### src/rtl/keypad_pkg.sv
// Shared definitions for the keypad decoder: FSM state encoding, default
// geometry / debounce depth, and the key-code width derivation.
package keypad_pkg;

    localparam int unsigned N_COLUMN_DEFAULT        = 4;
    localparam int unsigned N_ROW_DEFAULT           = 4;
    localparam int unsigned DEBOUNCE_FRAMES_DEFAULT = 8;

    // Event FSM: wait for a press, hold a pending event, wait for release.
    typedef enum logic [1:0] {
        ST_IDLE    = 2'd0,
        ST_VALID   = 2'd1,
        ST_RELEASE = 2'd2
    } key_state_t;

    // Width of a key index; never below one bit.
    function automatic int unsigned calc_key_w(input int unsigned n_keys);
        return (n_keys > 1) ? $clog2(n_keys) : 1;
    endfunction

endpackage

### src/rtl/keypad_debouncer.sv
// Assembles per-cycle key bitmaps into scan frames (frame closes on the last
// column strobe) and accepts a frame as the stable key state once
// DEBOUNCE_FRAMES identical frames have been seen in a row.
// Ports:
//   clk, rst_n    clock, asynchronous active-low reset
//   column        one-hot column strobe from the scanner
//   in_keys       raw key bitmap (bits of the strobed column only)
//   stable_keys   debounced key state
module keypad_debouncer
    import keypad_pkg::*;
#(
    parameter int unsigned N_COLUMN        = N_COLUMN_DEFAULT,
    parameter int unsigned N_ROW           = N_ROW_DEFAULT,
    parameter int unsigned DEBOUNCE_FRAMES = DEBOUNCE_FRAMES_DEFAULT
) (
    input  logic                         clk,
    input  logic                         rst_n,
    input  logic [N_COLUMN-1:0]          column,
    input  logic [N_COLUMN*N_ROW-1:0]    in_keys,
    output logic [N_COLUMN*N_ROW-1:0]    stable_keys
);

    localparam int unsigned N_KEYS = N_COLUMN * N_ROW;
    localparam int unsigned CNT_W  = $clog2(DEBOUNCE_FRAMES);
    localparam logic [CNT_W-1:0] CNT_MAX    = CNT_W'(DEBOUNCE_FRAMES - 1);
    localparam logic [CNT_W-1:0] CNT_ACCEPT = CNT_W'(DEBOUNCE_FRAMES - 2);

    logic [N_KEYS-1:0] frame_acc;
    logic [N_KEYS-1:0] prev_frame;
    logic [CNT_W-1:0]  stable_cnt;

    logic              frame_done;
    logic [N_KEYS-1:0] frame;
    logic              frame_same;

    // Only the last strobe bit marks frame completion; the rest are consumed
    // here so the full strobe can stay on the port.
    logic unused_column_bits;
    assign unused_column_bits = ^column[N_COLUMN-2:0];

    assign frame_done = column[N_COLUMN-1];
    assign frame      = frame_acc | in_keys;
    assign frame_same = (frame == prev_frame);

    // Frame accumulation and debounce counter.
    always_ff @(posedge clk or negedge rst_n) begin
        if (!rst_n) begin
            frame_acc   <= '0;
            prev_frame  <= '0;
            stable_cnt  <= '0;
            stable_keys <= '0;
        end else if (frame_done) begin
            frame_acc  <= '0;
            prev_frame <= frame;
            if (frame_same) begin
                if (stable_cnt != CNT_MAX) begin
                    stable_cnt <= stable_cnt + CNT_W'(1);
                end
                // Counter at ACCEPT plus this matching frame = DEBOUNCE_FRAMES in a row.
                if (stable_cnt == CNT_ACCEPT) begin
                    stable_keys <= frame;
                end
            end else begin
                stable_cnt <= '0;
            end
        end else begin
            frame_acc <= frame;
        end
    end

endmodule

### src/rtl/keypad_decoder.sv
// Keypad decoder top: debounces scanner frames and turns a clean single-key
// press into one key event on a valid/ready handshake. Multi-key presses are
// rejected; a new event needs a full release first.
// Ports:
//   clk, rst_n    clock, asynchronous active-low reset
//   column        one-hot column strobe from the scanner
//   in_keys       raw key bitmap from the scanner
//   key_code      index of the pressed key, stable while key_valid
//   key_valid     key event pending
//   key_ready     consumer accepts the event
//   key_held      debounced key state non-zero
//   multi_key     debounced key state has two or more keys
module keypad_decoder
    import keypad_pkg::*;
#(
    parameter int unsigned N_COLUMN        = N_COLUMN_DEFAULT,
    parameter int unsigned N_ROW           = N_ROW_DEFAULT,
    parameter int unsigned DEBOUNCE_FRAMES = DEBOUNCE_FRAMES_DEFAULT
) (
    input  logic                                       clk,
    input  logic                                       rst_n,
    input  logic [N_COLUMN-1:0]                        column,
    input  logic [N_COLUMN*N_ROW-1:0]                  in_keys,
    output logic [calc_key_w(N_COLUMN*N_ROW)-1:0]      key_code,
    output logic                                       key_valid,
    input  logic                                       key_ready,
    output logic                                       key_held,
    output logic                                       multi_key
);

    localparam int unsigned N_KEYS = N_COLUMN * N_ROW;
    localparam int unsigned KEY_W  = calc_key_w(N_KEYS);

    logic [N_KEYS-1:0] stable_keys;

    key_state_t        state_q;
    key_state_t        state_d;
    logic              key_valid_d;
    logic [KEY_W-1:0]  key_code_d;

    logic              keys_zero;
    logic              keys_multi;
    logic [KEY_W-1:0]  onehot_idx;

    keypad_debouncer #(
        .N_COLUMN        (N_COLUMN),
        .N_ROW           (N_ROW),
        .DEBOUNCE_FRAMES (DEBOUNCE_FRAMES)
    ) u_debouncer (
        .clk         (clk),
        .rst_n       (rst_n),
        .column      (column),
        .in_keys     (in_keys),
        .stable_keys (stable_keys)
    );

    // Clearing the lowest set bit leaves something only if two or more were set.
    assign keys_zero  = (stable_keys == '0);
    assign keys_multi = ((stable_keys & (stable_keys - N_KEYS'(1))) != '0);

    // One-hot to index; only consulted when exactly one bit is set.
    always_comb begin
        onehot_idx = '0;
        for (int i = 0; i < int'(N_KEYS); i++) begin
            if (stable_keys[i]) begin
                onehot_idx = KEY_W'(i);
            end
        end
    end

    // Next-state and next-output logic.
    always_comb begin
        state_d     = state_q;
        key_valid_d = key_valid;
        key_code_d  = key_code;
        case (state_q)
            ST_IDLE: begin
                if (!keys_zero) begin
                    if (keys_multi) begin
                        state_d = ST_RELEASE;
                    end else begin
                        key_code_d  = onehot_idx;
                        key_valid_d = 1'b1;
                        state_d     = ST_VALID;
                    end
                end
            end
            ST_VALID: begin
                if (key_ready) begin
                    key_valid_d = 1'b0;
                    state_d     = ST_RELEASE;
                end
            end
            ST_RELEASE: begin
                if (keys_zero) begin
                    state_d = ST_IDLE;
                end
            end
            default: begin
                key_valid_d = 1'b0;
                state_d     = ST_IDLE;
            end
        endcase
    end

    // State and registered outputs.
    always_ff @(posedge clk or negedge rst_n) begin
        if (!rst_n) begin
            state_q   <= ST_IDLE;
            key_valid <= 1'b0;
            key_code  <= '0;
            key_held  <= 1'b0;
            multi_key <= 1'b0;
        end else begin
            state_q   <= state_d;
            key_valid <= key_valid_d;
            key_code  <= key_code_d;
            key_held  <= !keys_zero;
            multi_key <= keys_multi;
        end
    end

endmodule

### config.mk
export PLATFORM = sky130hd
export DESIGN_NAME = keypad_decoder
export DESIGN_NICKNAME = d
export VERILOG_FILES = /design/src/rtl/keypad_pkg.sv /design/src/rtl/keypad_debouncer.sv /design/src/rtl/keypad_decoder.sv
export SDC_FILE = /design/constraint.sdc
export NUM_CORES = 1
export LEC_CHECK = 0
export CORE_MARGIN = 1.5
export CORE_UTILIZATION = 60
export CTS_CLUSTER_DIAMETER = 40
export CTS_CLUSTER_SIZE = 28
export DETAILED_ROUTE_END_ITERATION = 6
export PLACE_DENSITY = 0.93
export SYNTH_ARGS = -nofsm -noshare
export SYNTH_HDL_FRONTEND = slang
export SYNTH_SLANG_ARGS = --single-unit
### constraint.sdc
create_clock -name clk -period 6.4 [get_ports clk]
set_clock_uncertainty 0.05 [all_clocks]
set_input_delay 1.28 -clock clk [delete_from_list [all_inputs] [get_ports clk]]
set_output_delay 1.28 -clock clk [all_outputs]
set_load 0.05 [all_outputs]
==> key figures <==
Final layout
  • P&R area growth vs syn: 15.9%
  • Share of cells above drive strength 1: 0.0852
  • Antenna Cells: 0
  • Leading cell type in the layout, fill and taps excluded: dfrtp_1
  • Commonest non-fill, non-tap cells in the layout: dfrtp_1, nor2_1, o21ai_0, clkdlybuf4s50_1, a21oi_1
  • Post-layout nets: 327

Logic synthesis
  • Synth unique cells: 40
  • Mapped Cells: 278
  • Post-Synth XOR/XNOR Area: 0.0516
  • Avg Cell Area, Syn: 9.77 µm²
  • Post-synthesis mux area share: 0.0203
  • Synth Area in Compound Gates: 0.160
  • Synthesized area: 0.00272 mm²
  • Largest family of logic cells by synthesized area: compound AO/OA/AOI/OAI gates
  • Yosys warns: 0
  • Share of the synthesized area in the top cell type: 0.553
  • Synth area leader: dfrtp_1
  • Synth Register Bits: 60
  • Synth area leaders: dfrtp_1, nor2_1, o21ai_0, xnor2_1, a21oi_1
  • Post-Synth Adder-Cell Area: 0.0138
  • Syn_nets: 304
  • Register area share after synthesis: 0.553
  • Simple-Gate Fraction of Synth Area: 0.158

Timing
  • Worst hold slack: 458 ps
  • Final min period: 3710 ps
  • Max Clock Freq: 270 MHz
  • Worst-Margin Slew: 740 ps
  • TNS Setup: 0 ps
  • Unrepaired setup endpoints after global routing: no
  • Tcrit/Tclk final: 0.579
  • Final setup fails: 0
  • Fin. max-slew vios: 0
  • Setup slack after layout: 2690 ps
  • Rel. slew slack: 0.507
  • Final hold violations: 0

Clock tree
  • CTS Buf Count: 9
  • CTS H-tree lvls: 3
  • Resized Gates After CTS: 0
  • Sink Count: 60
  • Worst-path clk slew: 70 ps
  • Max Root-Sink Buffers: 2
  • Clock Latency Late Sink: 340 ps
  • Clk Tree Root Cell: clkbuf_8
  • Postcts setup bufs: 0
  • Hold buffers post-CTS: 0
  • CTS tree: built

Die
  • Die width: 70.3 µm
  • Die footprint: 0.00494 mm²
  • Io pins: 30
  • Chip height: 70.3 µm
  • FP Rows: 24
  • Core Region: 0.00435 mm²
  • Initial Utilization: 0.624

Detailed routing
  • Residual DRC count: 0
  • Final wirelength: 5.26 mm
  • Vias post-DR: 2110
  • Drt pass-1 iters: 4
  • Avg Vias per Cell: 5.91
  • Post-DRT Antenna Nets: 0
  • Initial DRC count: 226
  • Routed WL per cell: 14.7 µm

Setup path
  • CP Capture Type: register
  • Crit path max fanout: 19
  • Startpoint types: primary input
  • CP Data Arrival Time: 3920 ps
  • Critical path type: in -> reg
  • Worst EP required: 6620 ps

Global routing
  • GRT Total Usage: 0.235
  • Grt ovf: 0
  • Number of global-route vias before repair: 2046
  • First-pass GRT wire length: 9.10 mm
  • Pin count of the biggest net entering global routing: 61
  • Antenna violations before repair: 0

Pwr
  • Peak VDD IR: 0.192 mV
  • Pint: 0.584 mW
  • Sequential power share: 0.526
  • PD cells: 245 mW/mm²
  • Logic gate share of total power: 0.083
  • Sw frac: 0.241
  • Clock Power Share: 0.390
  • Psw: 0.186 mW
  • Pwr Total: 0.770 mW
  • Leak: 1.38 nW

Placed design
  • Post-Place Worst Slack: 2410 ps
  • Buffers added on ports: 26
  • RD Place Congestion: 0.824
  • Hpwl dp: 3.49 mm

Min path
  • Worst min path class: reg -> reg

Job
  • MaxCap Viol Count: 0

Status
  • Status: finished, final reports clean
-- worst max-delay path, cell delays in order --
cell,delay (ps)
clkdlybuf4s50_1,400
nor2_1,240
xnor2_1,130
nor4_1,360
nand4_1,630
or3b_2,710
o22ai_1,160
-- state kept, by name, summed over array words and instances (netlist names) --
register,count
state_q,2
key_code,4
u_debouncer.prev_frame,16
key_valid,1
multi_key,1
key_held,1
u_debouncer.stable_keys,16
u_debouncer.frame_acc,16
u_debouncer.stable_cnt,3
-- through the flow --
| stage | cell area (µm²) | utilization | std cells |
|---|---|---|---|
| CTS | 3150 | 0.723 | 357 |
| floorplan | 2720 | - | 278 |
| finish | 3150 | 0.723 | 357 |
| global placement | 2980 | 0.684 | 342 |
| detailed placement | 2980 | 0.684 | 342 |
| global route | 3150 | 0.723 | 357 |
-- power by group through the flow --
stage	Sequential [mW]	Combinational, mW	Clock (mW)
global route	0.406	0.0737	0.317
finish	0.405	0.0642	0.300
global placement	0.411	0.0627	0
floorplan	0.410	0.0376	0
detailed placement	0.412	0.0654	0
CTS	0.405	0.0657	0.301
-- cell families after synthesis --
group           after synthesis
simple gates                 91
compound gates               76
xor+xnor                     16
mux                           4
flops                        60
fa+ha+maj                     3
buf+inv                      28
-- cell type report --
cell class / count / area, µm²
clock buffers: 13 / 159
clock inverters: 2 / 10.0
fillers: 304 / 1210
inverters: 12 / 45.0
multi-input cells: 190 / 1100
flip-flops and latches: 60 / 1500
well taps: 52 / 65.1
repair buffers: 28 / 270
-- path summary, 6_finish.rpt --
check / depth (start not counted) / slack [ps] / end / from
worst max-delay path: 7 / 2690 / u_debouncer.stable_cnt[2]$_DFFE_PN0P_ / in_keys[6]
worst min-delay path: 2 / 460 / key_code[3]$_DFFE_PN0P_ / key_code[3]$_DFFE_PN0P_
worst max register to register: 6 / 3280 / key_code[0]$_DFFE_PN0P_ / u_debouncer.stable_keys[2]$_DFFE_PN0P_
worst min register to register: 2 / 460 / key_code[3]$_DFFE_PN0P_ / key_code[3]$_DFFE_PN0P_
max in group asynchronous: 2 / 4770 / key_valid$_DFFE_PN0P_ / rst_n
min in group asynchronous: 2 / 1030 / u_debouncer.frame_acc[5]$_DFF_PN0_ / rst_n
-- layer usage --
layer  up-vias  part of all wire  track usage
met5         -                 0            0
met2        39              0.52        0.386
met4         0             0.012       0.0876
met3         7             0.036       0.0664
met1      1062              0.44        0.297
li1       1002                 -            -
-- cell usage after synthesis --
master     count
xnor2_1       16
o41ai_2        1
nor4_1         7
a21oi_1       20
ha_1           3
o21a_1         1
nor2b_1        3
or3_4          1
o41ai_1        1
nor3_1         3
o21ai_1        1
clkbuf_1      10
a211oi_1       2
a2bb2oi_1      1
o22ai_1        4
or4_1          5
mux2i_1        1
a31oi_1        1
a22oi_1        1
buf_6          1
o32ai_1        1
buf_1          1
nand2_1        4
a21o_1         1
or3b_2         1
o31ai_1        2
o21ai_0       37
buf_2          4
nor4b_1        1
or3_1          2
a2111oi_0      1
nand4_1        1
inv_1         12
mux2_4         3
a22o_1         1
or2_2          3
or4_4          1
dfrtp_1       60
nor2_1        58
nand3_1        1
Note: power is estimated with default switching activity, not from simulation.
